--- config.mk ---
export PLATFORM = sky130hd
export DESIGN_NAME = mips8_mc_controller_flat
export DESIGN_NICKNAME = d
export VERILOG_FILES = /design/src/rtl/mips8_mc_controller_if.sv /design/src/rtl/mips8_mc_controller.sv /design/src/flat_wrapper.sv
export SDC_FILE = /design/constraint.sdc
export NUM_CORES = 1
export LEC_CHECK = 0
export ABC_CLOCK_PERIOD_IN_PS = 3000
export BUFFER_PORTS_ARGS = -buffer_cell sky130_fd_sc_hd__buf_2
export CAP_MARGIN = 20
export CORE_UTILIZATION = 52
export CTS_BUF_LIST = sky130_fd_sc_hd__clkbuf_8
export DETAILED_ROUTE_END_ITERATION = 8
export GPL_TIMING_DRIVEN = 0
export PLACE_DENSITY = 0.89
export SYNTH_ARGS = -nofsm -noshare
export SYNTH_HDL_FRONTEND = slang
export SYNTH_SLANG_ARGS = --single-unit
--- constraint.sdc ---
create_clock -name clk -period 3 [get_ports clk]
set_clock_uncertainty 0.2 [all_clocks]
set_input_delay 0.6 -clock clk [delete_from_list [all_inputs] [get_ports clk]]
set_output_delay 0.6 -clock clk [all_outputs]
set_load 0.02 [all_outputs]
--- src/rtl/mips8_mc_controller_if.sv ---
// Control bundle between the multicycle controller and the datav datapath / memory.
// The master modport is the controller side; the slave modport is the datapath side.
interface mips8_mc_controller_if;
    logic [5:0] op;
    logic [5:0] funct;
    logic       zero;
    logic       alusrca;
    logic [1:0] alusrcb;
    logic       memtoreg;
    logic       regdst;
    logic       iord;
    logic       pcen;
    logic [1:0] pcsrc;
    logic       regwrite;
    logic [3:0] irwrite;
    logic [2:0] alucontrol;
    logic       memread;
    logic       memwrite;
    logic [3:0] state;
    logic       instr_done;
    logic       illegal;

    modport master (
        input  op, funct, zero,
        output alusrca, alusrcb, memtoreg, regdst, iord, pcen, pcsrc, regwrite,
               irwrite, alucontrol, memread, memwrite, state, instr_done, illegal
    );

    modport slave (
        output op, funct, zero,
        input  alusrca, alusrcb, memtoreg, regdst, iord, pcen, pcsrc, regwrite,
               irwrite, alucontrol, memread, memwrite, state, instr_done, illegal
    );
endinterface

--- src/rtl/mips8_mc_controller.sv ---
// Multicycle control FSM for the 8-bit MIPS-subset datapath: byte-beat fetch, then
// per-opcode sequencing. Optional addi support is enabled by defining CTRL_ADDI_EN.
//
// state    | code | meaning
// FETCHk   | 0..3 | fetch instruction byte k, PC += 1
// DECODE   | 4    | branch target into ALUOut, dispatch on op
// MEMADR   | 5    | A + imm for lb/sb
// LBRD     | 6    | read memory at ALUOut
// LBWR     | 7    | MDR -> rt
// SBWR     | 8    | write memory at ALUOut
// RTYPEEX  | 9    | A op B
// RTYPEWR  | 10   | ALUOut -> rd
// BEQEX    | 11   | A - B, branch on zero
// JEX      | 12   | PC <- jump target
// ADDIEX   | 13   | A + imm (CTRL_ADDI_EN only)
// ADDIWR   | 14   | ALUOut -> rt (CTRL_ADDI_EN only)
module mips8_mc_controller #(
    parameter int FETCH_BEATS = 4
) (
    input  logic clk,
    input  logic reset,
    mips8_mc_controller_if.master bus
);

    typedef enum logic [3:0] {
        S_FETCH1  = 4'd0,
        S_FETCH2  = 4'd1,
        S_FETCH3  = 4'd2,
        S_FETCH4  = 4'd3,
        S_DECODE  = 4'd4,
        S_MEMADR  = 4'd5,
        S_LBRD    = 4'd6,
        S_LBWR    = 4'd7,
        S_SBWR    = 4'd8,
        S_RTYPEEX = 4'd9,
        S_RTYPEWR = 4'd10,
        S_BEQEX   = 4'd11,
        S_JEX     = 4'd12,
        S_ADDIEX  = 4'd13,
        S_ADDIWR  = 4'd14,
        S_UNUSED  = 4'd15
    } state_t;

    typedef struct packed {
        logic       alusrca;
        logic [1:0] alusrcb;
        logic       memtoreg;
        logic       regdst;
        logic       iord;
        logic       pcwrite;
        logic       branch;
        logic [1:0] pcsrc;
        logic       regwrite;
        logic [3:0] irwrite;
        logic [2:0] alucontrol;
        logic       memread;
        logic       memwrite;
        logic       instr_done;
    } ctrl_t;

    localparam logic [5:0] OP_RTYPE = 6'b000000;
    localparam logic [5:0] OP_J     = 6'b000010;
    localparam logic [5:0] OP_BEQ   = 6'b000100;
    localparam logic [5:0] OP_ADDI  = 6'b001000;
    localparam logic [5:0] OP_LB    = 6'b100000;
    localparam logic [5:0] OP_SB    = 6'b101000;

    localparam logic [2:0] ALU_ADD = 3'b010;
    localparam logic [2:0] ALU_SUB = 3'b110;
    localparam logic [2:0] ALU_AND = 3'b000;
    localparam logic [2:0] ALU_OR  = 3'b001;
    localparam logic [2:0] ALU_SLT = 3'b111;

    function automatic logic op_legal(input logic [5:0] op);
        logic ok;
        case (op)
            OP_LB, OP_SB, OP_RTYPE, OP_BEQ, OP_J: ok = 1'b1;
`ifdef CTRL_ADDI_EN
            OP_ADDI: ok = 1'b1;
`endif
            default: ok = 1'b0;
        endcase
        return ok;
    endfunction

    function automatic logic [2:0] funct_alu(input logic [5:0] funct);
        logic [2:0] a;
        case (funct)
            6'b100010: a = ALU_SUB;
            6'b100100: a = ALU_AND;
            6'b100101: a = ALU_OR;
            6'b101010: a = ALU_SLT;
            default:   a = ALU_ADD;
        endcase
        return a;
    endfunction

    function automatic state_t next_state(input state_t s, input logic [5:0] op);
        state_t n;
        n = S_FETCH1;
        if (s < 4'(FETCH_BEATS)) begin
            n = (s == 4'(FETCH_BEATS - 1)) ? S_DECODE : state_t'(s + 4'd1);
        end else begin
            case (s)
                S_DECODE: begin
                    case (op)
                        OP_LB, OP_SB: n = S_MEMADR;
                        OP_RTYPE:     n = S_RTYPEEX;
                        OP_BEQ:       n = S_BEQEX;
                        OP_J:         n = S_JEX;
`ifdef CTRL_ADDI_EN
                        OP_ADDI:      n = S_ADDIEX;
`endif
                        default:      n = S_FETCH1;
                    endcase
                end
                S_MEMADR:  n = (op == OP_LB) ? S_LBRD : S_SBWR;
                S_LBRD:    n = S_LBWR;
                S_RTYPEEX: n = S_RTYPEWR;
`ifdef CTRL_ADDI_EN
                S_ADDIEX:  n = S_ADDIWR;
`endif
                default:   n = S_FETCH1;
            endcase
        end
        return n;
    endfunction

    function automatic ctrl_t ctrl_for(input state_t s);
        ctrl_t c;
        c = '0;
        c.alucontrol = ALU_ADD;
        if (s < 4'(FETCH_BEATS)) begin
            c.memread = 1'b1;
            c.alusrcb = 2'b01;
            c.pcwrite = 1'b1;
            c.irwrite = 4'b0001 << s;
        end else begin
            case (s)
                S_DECODE:  c.alusrcb = 2'b11;
                S_MEMADR: begin
                    c.alusrca = 1'b1;
                    c.alusrcb = 2'b10;
                end
                S_LBRD: begin
                    c.iord    = 1'b1;
                    c.memread = 1'b1;
                end
                S_LBWR: begin
                    c.regwrite   = 1'b1;
                    c.memtoreg   = 1'b1;
                    c.instr_done = 1'b1;
                end
                S_SBWR: begin
                    c.iord       = 1'b1;
                    c.memwrite   = 1'b1;
                    c.instr_done = 1'b1;
                end
                S_RTYPEEX: c.alusrca = 1'b1;
                S_RTYPEWR: begin
                    c.regwrite   = 1'b1;
                    c.regdst     = 1'b1;
                    c.instr_done = 1'b1;
                end
                S_BEQEX: begin
                    c.alusrca    = 1'b1;
                    c.alucontrol = ALU_SUB;
                    c.branch     = 1'b1;
                    c.pcsrc      = 2'b01;
                    c.instr_done = 1'b1;
                end
                S_JEX: begin
                    c.pcwrite    = 1'b1;
                    c.pcsrc      = 2'b10;
                    c.instr_done = 1'b1;
                end
`ifdef CTRL_ADDI_EN
                S_ADDIEX: begin
                    c.alusrca = 1'b1;
                    c.alusrcb = 2'b10;
                end
                S_ADDIWR: begin
                    c.regwrite   = 1'b1;
                    c.instr_done = 1'b1;
                end
`endif
                default: c = '0;
            endcase
        end
        return c;
    endfunction

    state_t state_q, state_d;
    ctrl_t  ctrl_q, ctrl_o;

    always_comb state_d = next_state(state_q, bus.op);

    // Control word is registered alongside the state so it always matches state_q.
    always_ff @(posedge clk) begin
        if (reset) begin
            state_q <= S_FETCH1;
            ctrl_q  <= ctrl_for(S_FETCH1);
        end else begin
            state_q <= state_d;
            ctrl_q  <= ctrl_for(state_d);
        end
    end

    // Reset shows FETCH1 steering with every strobe held off, even mid-instruction.
    always_comb begin
        ctrl_o = ctrl_q;
        if (state_q == S_RTYPEEX) ctrl_o.alucontrol = funct_alu(bus.funct);
        if (reset) begin
            ctrl_o         = ctrl_for(S_FETCH1);
            ctrl_o.memread = 1'b0;
            ctrl_o.irwrite = 4'b0000;
            ctrl_o.pcwrite = 1'b0;
        end
    end

    assign bus.alusrca    = ctrl_o.alusrca;
    assign bus.alusrcb    = ctrl_o.alusrcb;
    assign bus.memtoreg   = ctrl_o.memtoreg;
    assign bus.regdst     = ctrl_o.regdst;
    assign bus.iord       = ctrl_o.iord;
    assign bus.pcen       = ctrl_o.pcwrite | (ctrl_o.branch & bus.zero);
    assign bus.pcsrc      = ctrl_o.pcsrc;
    assign bus.regwrite   = ctrl_o.regwrite;
    assign bus.irwrite    = ctrl_o.irwrite;
    assign bus.alucontrol = ctrl_o.alucontrol;
    assign bus.memread    = ctrl_o.memread;
    assign bus.memwrite   = ctrl_o.memwrite;
    assign bus.instr_done = ctrl_o.instr_done;
    assign bus.state      = state_q;
    assign bus.illegal    = ~reset & (state_q == S_DECODE) & ~op_legal(bus.op);

endmodule

--- src/flat_wrapper.sv ---
// flat-port wrapper written by rule: the top's interface ports become plain ports
module mips8_mc_controller_flat 
#(
    parameter int FETCH_BEATS = 4
)
  (clk, reset, bus_op, bus_funct, bus_zero, bus_alusrca, bus_alusrcb, bus_memtoreg, bus_regdst, bus_iord, bus_pcen, bus_pcsrc, bus_regwrite, bus_irwrite, bus_alucontrol, bus_memread, bus_memwrite, bus_state, bus_instr_done, bus_illegal);
  mips8_mc_controller_if bus_i ();
  input  logic clk;
  input  logic reset;
  input wire logic [$bits(bus_i.op)-1:0] bus_op;
  input wire logic [$bits(bus_i.funct)-1:0] bus_funct;
  input wire logic [$bits(bus_i.zero)-1:0] bus_zero;
  output wire logic [$bits(bus_i.alusrca)-1:0] bus_alusrca;
  output wire logic [$bits(bus_i.alusrcb)-1:0] bus_alusrcb;
  output wire logic [$bits(bus_i.memtoreg)-1:0] bus_memtoreg;
  output wire logic [$bits(bus_i.regdst)-1:0] bus_regdst;
  output wire logic [$bits(bus_i.iord)-1:0] bus_iord;
  output wire logic [$bits(bus_i.pcen)-1:0] bus_pcen;
  output wire logic [$bits(bus_i.pcsrc)-1:0] bus_pcsrc;
  output wire logic [$bits(bus_i.regwrite)-1:0] bus_regwrite;
  output wire logic [$bits(bus_i.irwrite)-1:0] bus_irwrite;
  output wire logic [$bits(bus_i.alucontrol)-1:0] bus_alucontrol;
  output wire logic [$bits(bus_i.memread)-1:0] bus_memread;
  output wire logic [$bits(bus_i.memwrite)-1:0] bus_memwrite;
  output wire logic [$bits(bus_i.state)-1:0] bus_state;
  output wire logic [$bits(bus_i.instr_done)-1:0] bus_instr_done;
  output wire logic [$bits(bus_i.illegal)-1:0] bus_illegal;
  assign bus_i.op = bus_op;
  assign bus_i.funct = bus_funct;
  assign bus_i.zero = bus_zero;
  assign bus_alusrca = bus_i.alusrca;
  assign bus_alusrcb = bus_i.alusrcb;
  assign bus_memtoreg = bus_i.memtoreg;
  assign bus_regdst = bus_i.regdst;
  assign bus_iord = bus_i.iord;
  assign bus_pcen = bus_i.pcen;
  assign bus_pcsrc = bus_i.pcsrc;
  assign bus_regwrite = bus_i.regwrite;
  assign bus_irwrite = bus_i.irwrite;
  assign bus_alucontrol = bus_i.alucontrol;
  assign bus_memread = bus_i.memread;
  assign bus_memwrite = bus_i.memwrite;
  assign bus_state = bus_i.state;
  assign bus_instr_done = bus_i.instr_done;
  assign bus_illegal = bus_i.illegal;
  mips8_mc_controller #(.FETCH_BEATS(FETCH_BEATS)) u_core (.clk(clk), .reset(reset), .bus(bus_i));
endmodule
==> results.cfg, run 1 <==
[detailed_routing]
wl_per_cell_um = 13.1
post-route-drc-count = 0
avgViaCountPerCell = 5.55
drtIter0Drc = 30
firstDrtPassIters = 4
finalWirelength_um = 2860
vias = 1209
antenna_left = 0

[clocking]
clock_latency_ns = 0.26
cts_buffer_depth = 2
cts_hold_buf = 0
cts_tree = built
clk_pin_slew_worst_paths_ns = 0.07
h-tree-depth = 1
clock_sinks = 24
cts_root_buffer = clkbuf_8
numCtsBuffers = 3

[yosys]
synth_top_area_cell = dfxtp_1
synth.top_cell.area_share = 0.379
ys_top_cells_by_count = dfxtp_1, nor2_1, nor2b_1, nand2_1, a21oi_1
syn_inst = 147
synth_area_mm2 = 0.00127
synth_cell_types = 44
ys.flop_type = dfxtp_1
yosys-top-cells-area = dfxtp_1, nor2b_1, nor2_1, ha_1, a21oi_1
syn_area_per_cell_um2 = 8.63
synth_fp_nets = 166
synth_warnings = 0
ys_seq_area_frac = 0.379
yosys.cell_count.top_type = dfxtp_1
synth_seq_cells = 24
synthArstFlopShare = 0
synth_edf_count = 0

[critical_path]
max_stage_delay_ns = 0.48
r2r-end = u_core.ctrl_q[0]
cp.depth = 7
cp-startpoint = u_core.bus.state[1]
reg2reg_depth = 7
critical_path_required_ns = 2.20
crit_arrival_ns = 2.07
r2r-start = u_core.bus.state[1]
path_buf_inv = 2
r2r_setup_slack_ns = 0.61
critPathKind = reg -> out
crit_fanout = 6
critPathCapture = bus_alucontrol[2]
path_delay_family = simple AND/OR/NAND/NOR gates
slowest_stage = or3b_2
cp-start-kind = flop
cp-end-kind = primary output
crit_chain = inv_1 -> ha_4 -> nand2_1 -> or2_2 -> or3b_2 -> a21oi_1 -> buf_2

[timing]
finalSetupTns_ns = 0
rsz0062_at_grt = false
setup_viol = 0
fin_crit_sh = 0.958
max_slew_margin = 0.501
hold_viol_final = 0
fin_ws_ns = 0.127
fin_crit_ns = 2.87
fmaxAchievable_ghz = 0.348
report.final.slew_viol_count = 0
worstMarginPinSlew_ns = 0.742

[placement]
place.gp.congestion = 0.899
io_buffers = 39
placed_cells = 214
detailedPlace.worstSlack_ns = 0.176
hpwlAfterDp_um = 2180

[finish]
fin_cells = 218
antenna_cells = 0
nFillCells = 186
syn_to_final_growth_pct = 23.6
drive_gt1_frac = 0.337
nets = 210
post-route-util = 0.695

[floorplanning]
rows = 17
ioPinCount = 40
die_w_um = 51.4
die_area_mm2 = 0.00264
coreArea_mm2 = 0.00225
die_h_um = 51.4
initial_core_util = 0.563

[grt]
grt_pass1_wl_um = 4630
grt.total_usage = 0.233
antenna_found_initial = 0
grt_pass1_vias = 1070
grt_overflow = 0
grt_max_degree = 14

[status]
status = complete, no violations

[run]
drv_cap = 0

[power_and_ir_drop]
ir_drop_uv = 382
sequentialPowerShare = 0.448
power.density_mw_per_mm2 = 503
p_switching_w = 0.000239
clock_power_share = 0.266
switching_share = 0.303
intPower_w = 0.000549
power_w = 0.000788
leakage_nw = 0.707
p_comb_frac = 0.286

[worst_hold_path]
hp-class = in -> reg
hp-start = reset
-- kinds of logic after synthesis --
group / count (synthesis) / synth area share
simple gates: 81 / 0.375
buf+inv: 11 / 0.0473
compound gates: 26 / 0.152
fa+ha+maj: 4 / 0.0394
mux: 1 / 0.00789
flops: 24 / 0.379
-- registers in the layout (all words and copies together) (netlist names) --
| signal | count |
|---|---|
| u_core.ctrl_q | 20 |
| u_core.bus.state | 4 |
-- final cells by class --
class	instances	area, um^2	share of cell area
plain buffers	6	41.3	0.0263
clock buffers	4	55.1	0.0351
inverters	5	18.8	0.0120
multi-input cells	112	741	0.472
flip-flops and latches	24	482	0.307
well taps	28	35.0	0.0223
repair buffers	39	195	0.125
-- per-layer routing --
layer | routed length [um] | part of all wire | track usage | vias up
met5 | 0 | 0 | 0 | -
met4 | 42 | 0.015 | 0.0586 | 0
met3 | 249 | 0.087 | 0.0446 | 9
met2 | 1420 | 0.50 | 0.424 | 70
met1 | 1150 | 0.40 | 0.277 | 529
li1 | - | - | - | 601
-- worst min path at each step --
| stage | to | slack, ns | cells past startpoint |
|---|---|---|---|
| after global routing | u_core.ctrl_q[2] | 0.48 | 3 |
| after CTS | u_core.ctrl_q[2] | 0.45 | 3 |
| after detailed placement | u_core.ctrl_q[16] | 0.57 | 4 |
| after global placement | u_core.ctrl_q[16] | 0.53 | 3 |
| final | u_core.ctrl_q[2] | 0.46 | 3 |
| after floorplan | u_core.ctrl_q[2] | 0.54 | 2 |
-- power by group through the flow --
stage,clock (W),sequential (W),combinational (W)
4_1_cts,0.000214,0.000352,0.000221
2_1_floorplan,0,0.000366,0.000150
3_3_place_gp,0,0.000359,0.000209
3_5_place_dp,0,0.000360,0.000218
6_report,0.000209,0.000353,0.000225
5_1_grt,0.000225,0.000356,0.000247
-- worst reg2reg max path, delay by kind of cell (launching register included) --
kind | cells | cell delay [ns]
simple gates | 3 | 0.77
compound gates | 2 | 0.69
flops | 1 | 0.33
fa+ha+maj | 1 | 0.18
buf+inv | 1 | 0.11
-- stage by stage --
| stage | instance area (um^2) | hold WS, ns |
|---|---|---|
| floorplan | 1270 | 0.539 |
| global placement | 1500 | 0.533 |
| detailed placement | 1500 | 0.568 |
| CTS | 1560 | 0.451 |
| global route | 1570 | 0.482 |
| finish | 1570 | 0.462 |
-- layout by cell type (no fill, tap or decap), types with 4 or more instances in the layout --
cell type	n
nor3_1	5
nand2_1	7
nor4_1	4
clkbuf_8	4
nor2_1	19
buf_2	39
a21oi_1	6
inv_1	5
dfxtp_1	23
or2_2	4
nor2b_1	17
-- timing repair --
| item | CTS | global route |
|---|---|---|
| endpoints found under the setup margin | 1 | 1 |
| gates resized for setup | 1 | 2 |
| buffers inserted | 0 | 0 |
Note: power is estimated with default switching activity, not from simulation.
==> inputs of run 2 (changes only) <==
Settings changed: CORE_UTILIZATION 52 to 50, CTS_BUF_LIST sky130_fd_sc_hd__clkbuf_8 to not set, CTS_CLUSTER_SIZE set to 14, PLACE_DENSITY 0.89 to 0.86.
==> run 2 against run 1 <==
Critical path depth is the same. Clock power increased by 11%. Worst hold slack got worse by 0.049 ns. Non-clock buffer count unchanged. Highest routed layer unchanged. Critical path type unchanged. Utilization is 1.0 points lower. Die area is 3.8% higher. Power up 3.0%. Worst setup slack improved by 0.0043 ns. Largest cell class unchanged. Combinational power barely moved. Via count decreased by 2.1%. Clock-buffer cell count shrank 1. Flip-flop and latch count stayed put.
==> results.cfg, run 2 (synthesis results as in run 1) <==
[finish]
syn_to_final_growth_pct = 24.1
final_common_cell = buf_2
nets = 210
largest_reg_flops = 20
drive_gt1_frac = 0.347
antenna_cells = 0
final_cell_mix = buf_2, dfxtp_1, nor2_1
top_register = u_core.ctrl_q

[critical_path]
cp-start-kind = flop
r2r_setup_slack_ns = 0.67
r2r-start = u_core.bus.state[0]
crit_arrival_ns = 2.07
cp-startpoint = u_core.bus.state[1]
crit_fanout = 6
critPathCapture = bus_alucontrol[2]
critPathKind = reg -> out
r2r-end = u_core.ctrl_q[0]
critical_path_required_ns = 2.20
cp-end-kind = primary output
reg2reg_depth = 7

[timing]
fin_crit_ns = 2.87
setup_viol = 0
rsz0062_at_grt = false
fin_crit_sh = 0.956
hold_viol_final = 0
whs_ns = 0.413
finalSetupTns_ns = 0
report.final.slew_viol_count = 0
fmaxAchievable_ghz = 0.349
max_slew_margin = 0.509
worstMarginPinSlew_ns = 0.730

[detailed_routing]
antenna_left = 0
wl_per_cell_um = 12.7
firstDrtPassIters = 4
finalWirelength_um = 2760
avgViaCountPerCell = 5.43
drtIter0Drc = 21
vias = 1184
post-route-drc-count = 0

[placement]
place.gp.congestion = 0.840
hpwlAfterDp_um = 2150
io_buffers = 39

[power_and_ir_drop]
power_w = 0.000811
leakage_nw = 0.708
ir_drop_uv = 590
power.density_mw_per_mm2 = 515

[clocking]
numCtsBuffers = 3
cts_root_buffer = clkbuf_4
cts_setup_buffers = 0
clock_sinks = 24
cts_hold_buf = 0
cts_buffer_depth = 2
clk_pin_slew_worst_paths_ns = 0.13
h-tree-depth = 1
cts_tree = built
clock_latency_ns = 0.32

[grt]
antenna_found_initial = 0
grt_overflow = 0
grt.total_usage = 0.218
grt_max_degree = 15
grt_pass1_wl_um = 4350
grt_pass1_vias = 1015

[floorplanning]
coreArea_mm2 = 0.00230
rows = 17
ioPinCount = 40
initial_core_util = 0.552
die_w_um = 52.4
die_area_mm2 = 0.00274
die_h_um = 52.4

[worst_hold_path]
hp-class = in -> reg

[status]
status = complete, no violations

[run]
drv_cap = 0
[run 2: cell type report]
type                       count  area (um^2)
clock inverter                 1         30.0
sequential                    24          482
clock buffer                   3         22.5
fill                         192          723
tap                           28         35.0
inverter                       5         18.8
timing repair buffer          39          198
multi-input combinational    112          747
buffer                         6         41.3
[run 2: worst max-delay path: stages (launching register included)]
cell,delay (ns)
dfxtp_1,0.37
inv_2,0.09
ha_4,0.17
nand2_1,0.07
or2_4,0.26
or3b_2,0.49
a21oi_2,0.15
buf_4,0.16
[run 2: what timing repair did]
item / in CTS / in global routing
endpoints found under the setup margin: 1 / 1
pin swaps: 0 / 0
gates resized for setup: 2 / 5
[run 2: per-layer routing]
layer / share of wire / vias to the layer above / routed length, um / global-route usage
li1: - / 598 / - / -
met1: 0.42 / 538 / 1170 / 0.257
met2: 0.50 / 44 / 1370 / 0.380
met3: 0.067 / 4 / 184 / 0.0435
met4: 0.014 / 0 / 38 / 0.0877
met5: 0 / - / 0 / 0
[run 2: how the worst min path moves through the flow]
stage | end | depth (start not counted) | from | slack [ns]
2_1_floorplan | u_core.ctrl_q[2] | 2 | reset | 0.54
6_report | u_core.ctrl_q[14] | 3 | reset | 0.41
4_1_cts | u_core.ctrl_q[15] | 3 | reset | 0.41
5_1_grt | u_core.ctrl_q[15] | 3 | reset | 0.42
3_3_place_gp | u_core.ctrl_q[16] | 3 | u_core.bus.state[2] | 0.55
3_5_place_dp | u_core.ctrl_q[16] | 3 | u_core.bus.state[2] | 0.57
[run 2: where the power goes]
part	leakage (nW)	internal, W	switching [W]
clock	0.0279	0.000135	0.0000961
combinational	0.485	0.0000899	0.000136
sequential	0.195	0.000343	0.0000116
total	0.708	0.000568	0.000243
[run 2: per-stage QoR]
step / instance area (um^2) / util / std cells / setup slack (ns)
floorplan: 1270 / - / 147 / 0.219
global placement: 1500 / 0.653 / 214 / 0.235
detailed placement: 1500 / 0.653 / 214 / 0.178
CTS: 1560 / 0.681 / 218 / 0.0244
global route: 1570 / 0.685 / 218 / 0.0372
finish: 1570 / 0.685 / 218 / 0.132
==> inputs of run 3 (changes only) <==
Settings changed: PLACE_DENSITY 0.86 to 0.75.
==> run 3 against run 2 <==
Critical endpoint unchanged. Register-to-register slack got worse by 0.06 ns. Combinational power barely moved. Sequential share of layout area rose by 0.56 points. Sequential power barely moved. Largest cell class unchanged. Power fell by 8.1%. Cell count did not move. Clock power fell by 29%. Critical path depth did not move. Highest routed layer is now met3.
==> results.cfg, run 3 (synthesis results as in run 1) <==
[detailed_routing]
finalWirelength_um = 2720
avgViaCountPerCell = 5.45
firstDrtPassIters = 4
antenna_left = 0
post-route-drc-count = 0
drtIter0Drc = 17
vias = 1189
wl_per_cell_um = 12.5

[grt]
grt_overflow = 0
antenna_found_initial = 0
grt.total_usage = 0.221
grt_pass1_vias = 1035
grt_pass1_wl_um = 4510
grt_max_degree = 14

[timing]
rsz0062_at_grt = false
finalSetupTns_ns = 0
max_slew_margin = 0.485
fin_crit_ns = 2.83
fin_ws_ns = 0.167
whs_ns = 0.382
fmaxAchievable_ghz = 0.353
worstMarginPinSlew_ns = 0.765
hold_viol_final = 0
fin_crit_sh = 0.944
setup_viol = 0
report.final.slew_viol_count = 0

[placement]
placed_cells = 214
place.gp.congestion = 0.884
io_buffers = 39
detailedPlace.worstSlack_ns = 0.193
hpwlAfterDp_um = 2090

[critical_path]
critPathKind = reg -> out
path_delay_family = simple AND/OR/NAND/NOR gates
max_stage_delay_ns = 0.47
cp-end-kind = primary output
crit_chain = inv_2 -> ha_4 -> nand2_1 -> or2_4 -> or3b_2 -> a21oi_1 -> buf_4
reg2reg_depth = 7
r2r-start = u_core.bus.state[0]
r2r_setup_slack_ns = 0.61
crit_arrival_ns = 2.03
path_buf_inv = 2
slowest_stage = or3b_2
cp-start-kind = flop
r2r-end = u_core.ctrl_q[0]
crit_fanout = 6
critical_path_required_ns = 2.20

[finish]
nFillCells = 176
antenna_cells = 0
top_register = u_core.ctrl_q
drive_gt1_frac = 0.347
syn_to_final_growth_pct = 22.8
largest_reg_flops = 20
nets = 210
final_common_cell = buf_2
fin_cells = 218
final_cell_mix = buf_2, dfxtp_1, nor2_1

[floorplanning]
ioPinCount = 40
die_w_um = 52.4
coreArea_mm2 = 0.00230
rows = 17
die_area_mm2 = 0.00274
die_h_um = 52.4
initial_core_util = 0.552

[clocking]
clk_pin_slew_worst_paths_ns = 0.12
cts_hold_buf = 0
h-tree-depth = 1
cts_root_buffer = clkbuf_4
clock_latency_ns = 0.31
numCtsBuffers = 3
cts_buffer_depth = 2
clock_sinks = 24
cts_tree = built

[worst_hold_path]
whs_path_depth = 3
hp-class = in -> reg
hp-start = reset
hold_end = u_core.ctrl_q[2]

[power_and_ir_drop]
ir_drop_uv = 438
leakage_nw = 0.702
power.density_mw_per_mm2 = 479

[status]
status = complete, no violations

[run]
drv_cap = 0
==> run 3: cell count changes in the layout (fill, tap and decap cells not counted) <==
cell and delta:
a21oi_2 -1, a21oi_1 +1, dfxtp_4 +1, dfxtp_1 -1, clkbuf_8 +1, bufinv_16 -1
==> run 3: report_power, final <==
| part | total [W] | internal (W) | switching [W] |
|---|---|---|---|
| combinational | 0.000227 | 0.0000900 | 0.000137 |
| clock | 0.000163 | 0.0000741 | 0.0000890 |
| sequential | 0.000356 | 0.000344 | 0.0000119 |
| total | 0.000746 | 0.000508 | 0.000238 |
==> run 3: worst max path at each step <==
stage / start / end / slack (ns) / depth (start not counted)
6_report: u_core.bus.state[1] / bus_alucontrol[2] / 0.17 / 7
5_1_grt: u_core.bus.state[1] / bus_alucontrol[2] / 0.07 / 7
4_1_cts: u_core.bus.state[1] / bus_alucontrol[2] / 0.04 / 7
3_5_place_dp: bus_op[1] / u_core.ctrl_q[13] / 0.19 / 7
3_3_place_gp: bus_op[3] / u_core.ctrl_q[0] / 0.20 / 6
2_1_floorplan: u_core.bus.state[0] / bus_alucontrol[2] / 0.22 / 5
==> run 3: final cells by class <==
type | count | area [um^2] | share of cell area
multi-input combinational | 112 | 743 | 0.477
sequential | 24 | 485 | 0.312
timing repair buffer | 39 | 198 | 0.127
buffer | 6 | 41.3 | 0.0265
clock buffer | 4 | 36.3 | 0.0233
tap | 28 | 35.0 | 0.0225
inverter | 5 | 18.8 | 0.0120
==> run 3: repair_timing <==
item | CTS | global route
setup endpoints to repair | 1 | 1
gates resized for setup | 3 | 5
endpoints found under the hold margin | 0 | 0
setup buffers | 0 | 0
==> run 3: routing by layer <==
metal  share of wire  GRT usage
met1            0.46      0.273
met5               0          0
met2            0.47      0.392
met4               0     0.0307
met3           0.069     0.0551
==> run 3: worst min-delay path, cell delays in order <==
cell and delay, ns:
buf_2 0.12, nor2_1 0.09, o21ai_2 0.06
==> run 3: through the flow <==
stage          power, W  cell area (um^2)   util
3_5_place_dp   0.000579              1500  0.653
4_1_cts        0.000744              1550  0.674
5_1_grt        0.000790              1560  0.678
2_1_floorplan  0.000516              1270      -
6_report       0.000746              1560  0.678
3_3_place_gp   0.000573              1500  0.653
